**config.mk**
```make
export PLATFORM = sky130hd
export DESIGN_NAME = lcd_responder_flat
export DESIGN_NICKNAME = d
export VERILOG_FILES = /design/src/rtl/lcd_pkg.sv /design/src/rtl/lcd_responder_if.sv /design/src/rtl/lcd_nibble_rx.sv /design/src/rtl/lcd_responder.sv /design/src/flat_wrapper.sv
export SDC_FILE = /design/constraint.sdc
export NUM_CORES = 1
export LEC_CHECK = 0
export CORE_ASPECT_RATIO = 0.8
export CORE_MARGIN = 2
export CORE_UTILIZATION = 40
export DETAILED_ROUTE_END_ITERATION = 10
export PLACE_DENSITY = 0.58
export SLEW_MARGIN = 5
export SYNTH_ARGS = -nofsm -noshare
export SYNTH_HDL_FRONTEND = slang
export SYNTH_SLANG_ARGS = --single-unit
export TNS_END_PERCENT = 5
```
**constraint.sdc**
```tcl
create_clock -name clk -period 2.45 [get_ports clk]
set_input_delay 0.245 -clock clk [delete_from_list [all_inputs] [get_ports clk]]
set_output_delay 0.245 -clock clk [all_outputs]
set_load 0.01 [all_outputs]
```
**src/rtl/lcd_pkg.sv**
```systemverilog
// Shared constants and helpers for the HD44780-style display responder.
package lcd_pkg;

  // Command opcodes; a command is identified by its highest set bit.
  localparam logic [7:0] CMD_CLEAR   = 8'h01;
  localparam logic [7:0] CMD_HOME    = 8'h02;
  localparam logic [7:0] CMD_ENTRY   = 8'h04;
  localparam logic [7:0] CMD_DISPCTL = 8'h08;
  localparam logic [7:0] CMD_SHIFT   = 8'h10;
  localparam logic [7:0] CMD_FUNCSET = 8'h20;
  localparam logic [7:0] CMD_CGRAM   = 8'h40;
  localparam logic [7:0] CMD_DDRAM   = 8'h80;

  localparam logic [6:0] ROW0_BASE = 7'h00;
  localparam logic [6:0] ROW1_BASE = 7'h40;
  localparam logic [6:0] ROW0_END  = 7'h27;
  localparam logic [6:0] ROW1_END  = 7'h67;

  // Step the DDRAM address counter, wrapping between rows. Addresses in the gap
  // above a row end behave as if they sat on that row end.
  function automatic logic [6:0] ac_step(input logic [6:0] ac, input logic inc);
    logic [6:0] nxt;
    if (inc) begin
      if (ac[5:0] >= 6'h27) nxt = ac[6] ? ROW0_BASE : ROW1_BASE;
      else                  nxt = ac + 7'd1;
    end else begin
      if (ac[5:0] == 6'h00)     nxt = ac[6] ? ROW0_END : ROW1_END;
      else if (ac[5:0] > 6'h27) nxt = {ac[6], 6'h27};
      else                      nxt = ac - 7'd1;
    end
    return nxt;
  endfunction

endpackage

```
**src/rtl/lcd_responder_if.sv**
```systemverilog
// Driver-to-display strobe bus: enable, register select and DB7..DB4 nibble.
interface lcd_responder_if;
  logic       en;
  logic       rs;
  logic [3:0] data;

  modport master (output en, rs, data);
  modport slave  (input  en, rs, data);
endinterface

```
**src/rtl/lcd_nibble_rx.sv**
```systemverilog
// Strobe detect and nibble pairing for the display responder.
// Optional macro LCD_RESPONDER_SYNC_EN adds a 2-flop input synchroniser.
module lcd_nibble_rx (
  input  logic       clk,
  input  logic       reset,
  input  logic       en_i,
  input  logic       rs_i,
  input  logic [3:0] data_i,
  input  logic       busy_i,
  input  logic       mode_set_i,
  input  logic       mode_4bit_set_i,
  output logic       byte_valid_o,
  output logic [7:0] byte_o,
  output logic       byte_rs_o,
  output logic       mode_4bit_o,
  output logic       overrun_o
);

  logic       en_s, rs_s;
  logic [3:0] data_s;

`ifdef LCD_RESPONDER_SYNC_EN
  logic [1:0] en_sync_q, rs_sync_q;
  logic [3:0] data_sync0_q, data_sync1_q;

  // Two-stage synchroniser for an asynchronous driver.
  always_ff @(posedge clk) begin
    if (!reset) begin
      en_sync_q    <= '0;
      rs_sync_q    <= '0;
      data_sync0_q <= '0;
      data_sync1_q <= '0;
    end else begin
      en_sync_q    <= {en_sync_q[0], en_i};
      rs_sync_q    <= {rs_sync_q[0], rs_i};
      data_sync0_q <= data_i;
      data_sync1_q <= data_sync0_q;
    end
  end

  assign en_s   = en_sync_q[1];
  assign rs_s   = rs_sync_q[1];
  assign data_s = data_sync1_q;
`else
  assign en_s   = en_i;
  assign rs_s   = rs_i;
  assign data_s = data_i;
`endif

  logic       en_q, rs_q, phase_hi_q, mode_4bit_q;
  logic [3:0] data_q, hi_q;
  logic       strobe;

  assign strobe = en_q & ~en_s;

  // Byte assembly: complete on every strobe in 8-bit mode, every second in 4-bit.
  always_comb begin
    byte_valid_o = strobe & ~busy_i & (~mode_4bit_q | ~phase_hi_q);
    byte_o       = mode_4bit_q ? {hi_q, data_q} : {data_q, 4'h0};
    byte_rs_o    = rs_q;
    overrun_o    = strobe & busy_i;
  end

  assign mode_4bit_o = mode_4bit_q;

  // Strobe-detect registers, nibble phase and interface width.
  always_ff @(posedge clk) begin
    if (!reset) begin
      en_q        <= 1'b0;
      rs_q        <= 1'b0;
      data_q      <= '0;
      hi_q        <= '0;
      phase_hi_q  <= 1'b1;
      mode_4bit_q <= 1'b0;
    end else begin
      en_q   <= en_s;
      rs_q   <= rs_s;
      data_q <= data_s;
      if (mode_set_i) begin
        mode_4bit_q <= mode_4bit_set_i;
        phase_hi_q  <= 1'b1;
      end else if (strobe && !busy_i && mode_4bit_q) begin
        if (phase_hi_q) hi_q <= data_q;
        phase_hi_q <= ~phase_hi_q;
      end
    end
  end

endmodule

```
**src/rtl/lcd_responder.sv**
```systemverilog
// HD44780-compatible display-side model: command execution, two-row DDRAM,
// clear sweep and registered readback.
// Optional macro LCD_RESPONDER_SYNC_EN (see lcd_nibble_rx).
module lcd_responder
  import lcd_pkg::*;
#(
  parameter int unsigned DDRAM_COLS = 16,
  parameter logic [7:0]  CLEAR_CHAR = 8'h20
) (
  input  logic                clk,
  input  logic                reset,
  lcd_responder_if.slave      bus,
  input  logic [6:0]          rd_addr_i,
  output logic [7:0]          rd_data_o,
  output logic                cmd_stb_o,
  output logic                dat_stb_o,
  output logic [7:0]          byte_out_o,
  output logic [6:0]          ac_o,
  output logic                mode_4bit_o,
  output logic [2:0]          disp_ctl_o,
  output logic                entry_id_o,
  output logic                busy_o,
  output logic                err_overrun_o
);

  localparam int unsigned Cells = 2 * DDRAM_COLS;
  localparam int unsigned AW    = $clog2(Cells);

  logic          rx_valid, rx_rs, rx_overrun, mode_set, mode_val;
  logic [7:0]    rx_byte;

  lcd_nibble_rx u_rx (
    .clk             (clk),
    .reset           (reset),
    .en_i            (bus.en),
    .rs_i            (bus.rs),
    .data_i          (bus.data),
    .busy_i          (busy_o),
    .mode_set_i      (mode_set),
    .mode_4bit_set_i (mode_val),
    .byte_valid_o    (rx_valid),
    .byte_o          (rx_byte),
    .byte_rs_o       (rx_rs),
    .mode_4bit_o     (mode_4bit_o),
    .overrun_o       (rx_overrun)
  );

  logic [6:0]    ac_q, ac_d;
  logic [2:0]    disp_ctl_q, disp_ctl_d;
  logic          entry_id_q, entry_id_d, busy_q, busy_d;
  logic [AW-1:0] sweep_cnt_q, sweep_cnt_d;
  logic          err_overrun_q, cmd_stb_q, dat_stb_q;
  logic [7:0]    byte_out_q, rd_data_q;
  logic [7:0]    ram [Cells];

  logic          we;
  logic [AW-1:0] waddr;
  logic [7:0]    wdata;
  logic          ac_mapped, rd_mapped;
  logic [AW-1:0] ac_idx, rd_idx;

  // Row/column to flat cell index; columns beyond DDRAM_COLS are not stored.
  assign ac_mapped = 32'(ac_q[5:0]) < DDRAM_COLS;
  assign ac_idx    = AW'(32'(ac_q[6]) * DDRAM_COLS + 32'(ac_q[5:0]));
  assign rd_mapped = 32'(rd_addr_i[5:0]) < DDRAM_COLS;
  assign rd_idx    = AW'(32'(rd_addr_i[6]) * DDRAM_COLS + 32'(rd_addr_i[5:0]));

  // Command/data execution and sweep sequencing.
  always_comb begin
    ac_d        = ac_q;
    disp_ctl_d  = disp_ctl_q;
    entry_id_d  = entry_id_q;
    busy_d      = busy_q;
    sweep_cnt_d = sweep_cnt_q;
    mode_set    = 1'b0;
    mode_val    = 1'b0;
    we          = 1'b0;
    waddr       = sweep_cnt_q;
    wdata       = CLEAR_CHAR;
    if (busy_q) begin
      we          = 1'b1;
      sweep_cnt_d = sweep_cnt_q + AW'(1);
      if (sweep_cnt_q == AW'(Cells - 1)) busy_d = 1'b0;
    end
    // rx never yields a byte while busy, so the RAM port is never contended.
    if (rx_valid) begin
      if (rx_rs) begin
        if (ac_mapped) begin
          we    = 1'b1;
          waddr = ac_idx;
          wdata = rx_byte;
        end
        ac_d = ac_step(ac_q, entry_id_q);
      end else if (|(rx_byte & CMD_DDRAM)) begin
        ac_d = rx_byte[6:0];
      end else if (|(rx_byte & CMD_CGRAM)) begin
        // No CGRAM modelled; only the strobe is reported.
      end else if (|(rx_byte & CMD_FUNCSET)) begin
        mode_set = 1'b1;
        mode_val = ~rx_byte[4];
      end else if (|(rx_byte & CMD_SHIFT)) begin
        if (!rx_byte[3]) ac_d = ac_step(ac_q, rx_byte[2]);
      end else if (|(rx_byte & CMD_DISPCTL)) begin
        disp_ctl_d = rx_byte[2:0];
      end else if (|(rx_byte & CMD_ENTRY)) begin
        entry_id_d = rx_byte[1];
      end else if (|(rx_byte & CMD_HOME)) begin
        ac_d = '0;
      end else if (|(rx_byte & CMD_CLEAR)) begin
        ac_d        = '0;
        entry_id_d  = 1'b1;
        busy_d      = 1'b1;
        sweep_cnt_d = '0;
      end
    end
  end

  // Control/status state and strobe pulses.
  always_ff @(posedge clk) begin
    if (!reset) begin
      ac_q          <= '0;
      disp_ctl_q    <= '0;
      entry_id_q    <= 1'b1;
      busy_q        <= 1'b0;
      sweep_cnt_q   <= '0;
      err_overrun_q <= 1'b0;
      cmd_stb_q     <= 1'b0;
      dat_stb_q     <= 1'b0;
      byte_out_q    <= '0;
    end else begin
      ac_q          <= ac_d;
      disp_ctl_q    <= disp_ctl_d;
      entry_id_q    <= entry_id_d;
      busy_q        <= busy_d;
      sweep_cnt_q   <= sweep_cnt_d;
      err_overrun_q <= err_overrun_q | rx_overrun;
      cmd_stb_q     <= rx_valid & ~rx_rs;
      dat_stb_q     <= rx_valid & rx_rs;
      if (rx_valid) byte_out_q <= rx_byte;
    end
  end

  // Display RAM write; blocked during reset so an aborted sweep stops at once.
  always_ff @(posedge clk) begin
    if (we && reset) ram[waddr] <= wdata;
  end

  // Registered readback.
  always_ff @(posedge clk) begin
    if (!reset) rd_data_q <= '0;
    else        rd_data_q <= rd_mapped ? ram[rd_idx] : 8'h00;
  end

  assign rd_data_o     = rd_data_q;
  assign cmd_stb_o     = cmd_stb_q;
  assign dat_stb_o     = dat_stb_q;
  assign byte_out_o    = byte_out_q;
  assign ac_o          = ac_q;
  assign disp_ctl_o    = disp_ctl_q;
  assign entry_id_o    = entry_id_q;
  assign busy_o        = busy_q;
  assign err_overrun_o = err_overrun_q;

endmodule

```
**src/flat_wrapper.sv**
```systemverilog
// flat-port wrapper written by rule: the top's interface ports become plain ports
module lcd_responder_flat import lcd_pkg::*;
#(
  parameter int unsigned DDRAM_COLS = 16,
  parameter logic [7:0]  CLEAR_CHAR = 8'h20
)
  (clk, reset, rd_addr_i, rd_data_o, cmd_stb_o, dat_stb_o, byte_out_o, ac_o, mode_4bit_o, disp_ctl_o, entry_id_o, busy_o, err_overrun_o, bus_en, bus_rs, bus_data);
  lcd_responder_if bus_i ();
  input  logic clk;
  input  logic reset;
  input  logic [6:0] rd_addr_i;
  output logic [7:0] rd_data_o;
  output logic cmd_stb_o;
  output logic dat_stb_o;
  output logic [7:0] byte_out_o;
  output logic [6:0] ac_o;
  output logic mode_4bit_o;
  output logic [2:0] disp_ctl_o;
  output logic entry_id_o;
  output logic busy_o;
  output logic err_overrun_o;
  input wire logic [$bits(bus_i.en)-1:0] bus_en;
  input wire logic [$bits(bus_i.rs)-1:0] bus_rs;
  input wire logic [$bits(bus_i.data)-1:0] bus_data;
  assign bus_i.en = bus_en;
  assign bus_i.rs = bus_rs;
  assign bus_i.data = bus_data;
  lcd_responder #(.DDRAM_COLS(DDRAM_COLS), .CLEAR_CHAR(CLEAR_CHAR)) u_core (.clk(clk), .reset(reset), .bus(bus_i), .rd_addr_i(rd_addr_i), .rd_data_o(rd_data_o), .cmd_stb_o(cmd_stb_o), .dat_stb_o(dat_stb_o), .byte_out_o(byte_out_o), .ac_o(ac_o), .mode_4bit_o(mode_4bit_o), .disp_ctl_o(disp_ctl_o), .entry_id_o(entry_id_o), .busy_o(busy_o), .err_overrun_o(err_overrun_o));
endmodule
```
== After elaboration in Yosys (flattened, before gate mapping) ==
Memory sizes are Yosys's and may differ from the RTL's. A register that Yosys moved wholly into a read port is not among the register bits.
Cells that the tools add are included.

* Register bits: 40
* Bits in writable memories: 256
* Input port bits: 15
* Output and inout bits: 32
* Memories kept: 1

{| class="wikitable"
|+ Memories
! name !! depth !! bits a word !! rd ports !! clocked after memory_dff !! wr ports !! RTL line !! text
|-
| u_core.ram || 32 || 8 || 1 || 1 || 1 || lcd_responder.sv:54 || <nowiki>logic [7:0] ram [Cells];</nowiki>
|}

* $add $sub $neg: 5
* Order comparisons: 4
* Equal/unequal tests: 6
* Multiplexer cells: 66
* Bitwise logic cells: 20
* Reduce and logical (&&, ||, !) cells: 14

{| class="wikitable"
|+ Operators by type and width
! operator !! count
|-
| 2-to-1 mux 7 bit || 17
|-
| 2-to-1 mux 5 bit || 14
|-
| 2-to-1 mux 8 bit || 4
|-
| 2-to-1 mux 1 bit || 31
|-
| less-than comparator 6 x 5 -> 1 bit, second input constant || 2
|-
| NOT 1 bit || 12
|-
| adder 5 bit || 2
|-
| inequality test 3 x 2 -> 1 bit, second input constant || 3
|-
| AND reduction 9 bit || 1
|-
| adder 7 x 1 -> 7 bit, second input constant || 1
|-
| AND reduction 7 bit || 1
|-
| subtractor 7 x 1 -> 7 bit, second input constant || 1
|-
| bitwise AND 1 bit || 6
|-
| greater-or-equal comparator 6 bit, second input constant || 1
|-
| > comparator 6 bit, second input constant || 1
|-
| zero test 6 bit || 1
|-
| AND reduction 6 bit || 1
|-
| adder 5 x 1 -> 5 bit, second input constant || 1
|-
| equality test 5 bit, second input constant || 1
|-
| nonzero test 5 bit || 1
|-
| inequality test 4 x 2 -> 1 bit, second input constant || 1
|-
| logical AND 1 bit || 3
|-
| AND reduction 3 bit || 1
|-
| zero test 1 bit || 2
|-
| other kinds (5) || 6
|}

== Longest topological paths before layout ==
* Depth after elaboration: 13
* Depth in mapped cells: 8
* Depth with buffers taken out: 7

== Modules after synthesis ==
A second synthesis with hierarchy kept.

* Cell total of the unflattened synthesis: 725
* Area, all modules: 12,435.7 µm²

{| class="wikitable"
|+ Modules (own cells, without submodules)
! module !! times used !! cells an instance !! area an instance (µm²) !! sequential area each (µm²)
|-
| lcd_responder || 1 || 674 || 11,922.7 || 8,408.1
|-
| lcd_nibble_rx || 1 || 51 || 513.0 || 240.2
|}

== Worst setup path after synthesis ==
Ideal clock, no wire load.

* Path kind: reg2reg
* Start: reg u_core.busy_q, in the netlist u_core.busy_o
* End: mem u_core.ram[16][0], enable pin
* Arrival: 2,106 ps
* Required time: 2,067 ps
* Path slack: -40 ps
* Cell stages (with the launch flop): 8
* Path buffers: 2
* Clock period less this slack: 2,490 ps
* Cells stage by stage: dfxtp_1 -> buf_6 -> nor3b_4 -> nand4_4 -> o22ai_2 -> nand2_2 -> buf_2 -> nor3_1

* Cells in the longest elaborated chain, start to end: 7

{| class="wikitable"
|+ RTL lines
! item !! RTL line !! text
|-
| start: declaration || lcd_responder.sv:50 || <nowiki>logic entry_id_q, entry_id_d, busy_q, busy_d;</nowiki>
|-
| start signal: assignment || lcd_responder.sv:134 || <nowiki>busy_q <= busy_d;</nowiki>
|-
| 2-to-1 mux 1 bit / NOT 1 bit (equally long branches) || lcd_responder.sv:80, lcd_nibble_rx.sv:58 ||
|-
| 2-to-1 mux 1 bit / bitwise AND 1 bit (equally long branches) || lcd_responder.sv:88, lcd_nibble_rx.sv:58 ||
|-
| 2-to-1 mux 1 bit / bitwise AND 1 bit (equally long branches) || lcd_responder.sv:87, lcd_nibble_rx.sv:58 ||
|-
| 2-to-1 mux 1 bit || lcd_responder.sv:86 || <nowiki>if (rx_valid) begin</nowiki>
|-
| logical AND 1 bit || lcd_responder.sv:145 || <nowiki>if (we && reset) ram[waddr] <= wdata;</nowiki>
|-
| 2-to-1 mux 1 bit || lcd_responder.sv:145 ||
|-
| 2-to-1 mux 1 bit (not written as such) || lcd_responder.sv:145 ||
|-
| end: declaration || lcd_responder.sv:54 ||
|}

Parallel ways exist; a longest one is shown, timed or not.

== Worst setup path after layout ==
* Start: reg u_core.busy_q, in the netlist u_core.busy_o
* End: mem u_core.ram[14][5], enable pin

The elaborated chain is that of the path after synthesis.

==> results_dict.tcl <==
set metrics [dict create \
    status "finished, final reports clean" \
    port_buffers 46 \
    cp_cell_sequence "nor3b_4 > nand4_4 > buf_4 > nor3_2 > a31oi_2 > buf_4 > nor3_2" \
    dieWidth_um 202 \
    synthFlopType "edfxtp_1" \
    cp-endpoint "u_core.ram[14][5]$_DFFE_PP_" \
    nets 893 \
    dr.pass1.iters 5 \
    die_area_sq_mm 0.0327 \
    core-area_sq_mm 0.0306 \
    crit_start "u_core.busy_o$_SDFF_PN0_" \
    synth-seq-cells 304 \
    r2r-start "u_core.busy_o$_SDFF_PN0_" \
    viasPerCell 5.57 \
    cts.clk_slew.worst_paths_ns 0.07 \
    power_density_mw_per_mm2 711 \
    grt_overflow_total 0 \
    cp-start-kind "flip-flop" \
    min_path_type "input port to flip-flop" \
    end_kind "flip-flop" \
    drt_iter0_drc 619 \
    final_antenna_net_count 0 \
    diodes 0 \
    num_vias 7299 \
    path_max_fanout 9 \
    yosysTopAreaCellShare 0.614 \
    cts_buffers 30 \
    tightest_slew_ns 0.660 \
    slew_headroom 0.558 \
    cts_root_buf "clkbuf_16" \
    synth_warnings 0 \
    grt_pass1_wl_mm 45.1 \
    start_util 0.409 \
    synth_area_sq_mm 0.0125 \
    drive_gt1_frac 0.263 \
    pin_count 47 \
    post_drt_wl_per_cell_um 22.5 \
    postCtsHoldBufs 0 \
    gp_congestion 0.834 \
    cts_tree "done" \
    multi_input_area_sq_mm 0.00360 \
    finalHoldViolCount 0 \
    fillers 2485 \
    antenna_found_initial 0 \
    crit_arrival_ns 2.46 \
    clock-skew-final_ns 0.0170 \
    h-tree-depth 1 \
    synthArstFlopShare 0 \
    slew_viol_final 0 \
    cp_data_required_time_ns 2.64 \
    rsz0062_at_grt "false" \
    grtUsageTotal 0.182 \
    setup_violations 0 \
    post-route-min-period_ns 2.27 \
    first_global_vias 7292 \
    yosysSeqAreaShare 0.691 \
    syn_nets 773 \
    synth_area_leaders "edfxtp_1 61%, mux4_2 12%, dfxtp_1 7.7%" \
    rows 57 \
    drc 0 \
    cp_slowest_stage_delay_ns 0.49 \
    seqCellArea_sq_mm 0.00865 \
    grt_max_degree 33 \
    peakVddDrop_mv 0.554 \
    syn_to_final_growth_pct 20.8 \
    p_leak_nw 5.24 \
    synth_area_leader_cell "edfxtp_1" \
    synth_cells 753 \
    cts_max_path_buffers 3 \
    synth_edf_count 256 \
    dp.final_hpwl_mm 19.8 \
    hold_depth 2 \
    avgSynthCellArea_sq_um 16.6 \
    reg2regPathDepth 7 \
    clock.fmax_mhz 440 \
    die_height_um 162 \
    path_class "flip-flop to flip-flop" \
    min_period_over_period 0.927 \
    wirelength_mm 29.5 \
    path_delay_family "simple AND/OR/NAND/NOR gates" \
    maxCapViolations 0 \
    fin_ws_ns 0.179 \
    cts.sinks 304 \
    slowest_stage "nor3_2" \
    crit_buf_inv 2 \
    cp.depth 7 \
    clk_latency_ns 0.55 \
    post_cts_resized 3 \
    power_mw 10.8 \
    pre_cts_ws_ns -0.562 \
    postCtsSetupRepairBufs 0 \
    rrSetupSlack_ns 0.18 \
    synth_cell_type_count 62 \
    rr_endpoint "u_core.ram[14][5]$_DFFE_PP_" \
]
==> cell usage after synthesis (all sizes together), types with 5 or more instances <==
library cell and instances:
nor3 39, xnor2 6, nor3b 6, a211oi 6, a211o 7, edfxtp 256, a31oi 22, nand2 17
nand2b 9, buf 25, and3 5, and2 12, clkbuf 24, ha 5, a21oi 16, mux4 65
nand3 11, a22oi 18, nor2b 9, o22ai 12, o21ai 12, inv 14, dfxtp 48, mux2i 20
nor2 49
==> flip-flops by register name, summed over array words and instances (netlist names) <==
signal                   count
u_core.ac_o                  7
u_core.busy_o                1
u_core.byte_out_o            8
u_core.cmd_stb_o             1
u_core.dat_stb_o             1
u_core.disp_ctl_o            3
u_core.entry_id_o            1
u_core.err_overrun_o         1
u_core.ram                 256
u_core.rd_data_o             8
u_core.sweep_cnt_q           5
u_core.u_rx.byte_rs_o        1
u_core.u_rx.data_q           4
u_core.u_rx.en_q             1
u_core.u_rx.hi_q             4
u_core.u_rx.mode_4bit_o      1
u_core.u_rx.phase_hi_q       1
==> worst register-to-register path, stage by stage, from the launching register on <==
cell and delay (ns):
dfxtp_1 0.34, nor3b_4 0.27, nand4_4 0.21, buf_4 0.20
nor3_2 0.13, a31oi_2 0.08, buf_4 0.19, nor3_2 0.49
==> through the flow <==
step | TNS [ns] | hold WS, ns | util | area [sq um] | instances
after CTS | 0 | 0.273 | 0.494 | 15100 | 1310
after global routing | 0 | 0.273 | 0.494 | 15100 | 1310
after global placement | -14.13 | 0.460 | 0.460 | 14100 | 1254
after floorplan | -5.32 | 0.372 | - | 12500 | 753
final | 0 | 0.285 | 0.494 | 15100 | 1310
after detailed placement | -16.66 | 0.466 | 0.460 | 14100 | 1254
==> layout by cell type (no fill, tap or decap), types with 7 or more instances in the layout <==
master and instances:
edfxtp_1 256, buf_4 81, mux4_2 65, dfxtp_1 48
nor2_1 46, clkdlybuf4s50_1 44, nor3_1 34, clkbuf_16 31
mux2i_1 20, a22oi_1 18, a31oi_1 17, a21oi_1 16
inv_1 14, nand2_1 14, and2_1 12, o22ai_1 11
nand3_1 11, o21ai_0 11, buf_12 11, nor2b_1 9
nand2b_1 9, a211o_1 7, clkinv_2 7
==> worst min-delay path by stage <==
stage | startpoint | to | slack [ns]
2_1_floorplan | bus_rs | u_core.u_rx.byte_rs_o$_SDFF_PN0_ | 0.37
3_3_place_gp | u_core.disp_ctl_o[0]$_SDFFE_PN0P_ | u_core.disp_ctl_o[0]$_SDFFE_PN0P_ | 0.46
3_5_place_dp | u_core.disp_ctl_o[0]$_SDFFE_PN0P_ | u_core.disp_ctl_o[0]$_SDFFE_PN0P_ | 0.47
4_1_cts | bus_data[1] | u_core.u_rx.data_q[1]$_SDFF_PN0_ | 0.27
5_1_grt | bus_data[2] | u_core.u_rx.data_q[2]$_SDFF_PN0_ | 0.27
6_report | bus_data[3] | u_core.u_rx.data_q[3]$_SDFF_PN0_ | 0.29
==> where the power goes <==
group          switching, mW  internal, mW  leakage, nW
clock                   1.92          2.80        0.503
combinational          0.252         0.213         1.69
sequential            0.0152          5.55         3.04
total                   2.19          8.56         5.24
==> area by class of cell <==
type                       count  share of cell area
multi-input combinational    386               0.238
clock buffer                  37              0.0541
timing repair buffer         137              0.0842
tap                          413              0.0342
inverter                      14             0.00348
clock inverter                19              0.0142
sequential                   304               0.572
==> routing by layer <==
metal,track usage,vias to the layer above,part of all wire
li1,-,3254,-
met3,0.0397,29,0.067
met5,0,-,0
met2,0.289,232,0.47
met1,0.260,3784,0.45
met4,0.0338,0,0.013
==> cell families (layout without fill, tap and decap cells) <==
family / Yosys count / count (layout) / share of synthesized area
flops: 304 / 304 / 0.691
compound gates: 111 / 111 / 0.0642
xor+xnor: 7 / 7 / 0.00490
fa+ha+maj: 5 / 5 / 0.00500
mux: 87 / 87 / 0.135
buf+inv: 63 / 207 / 0.0238
simple gates: 176 / 176 / 0.0767
(Power assumes the default switching activity.)
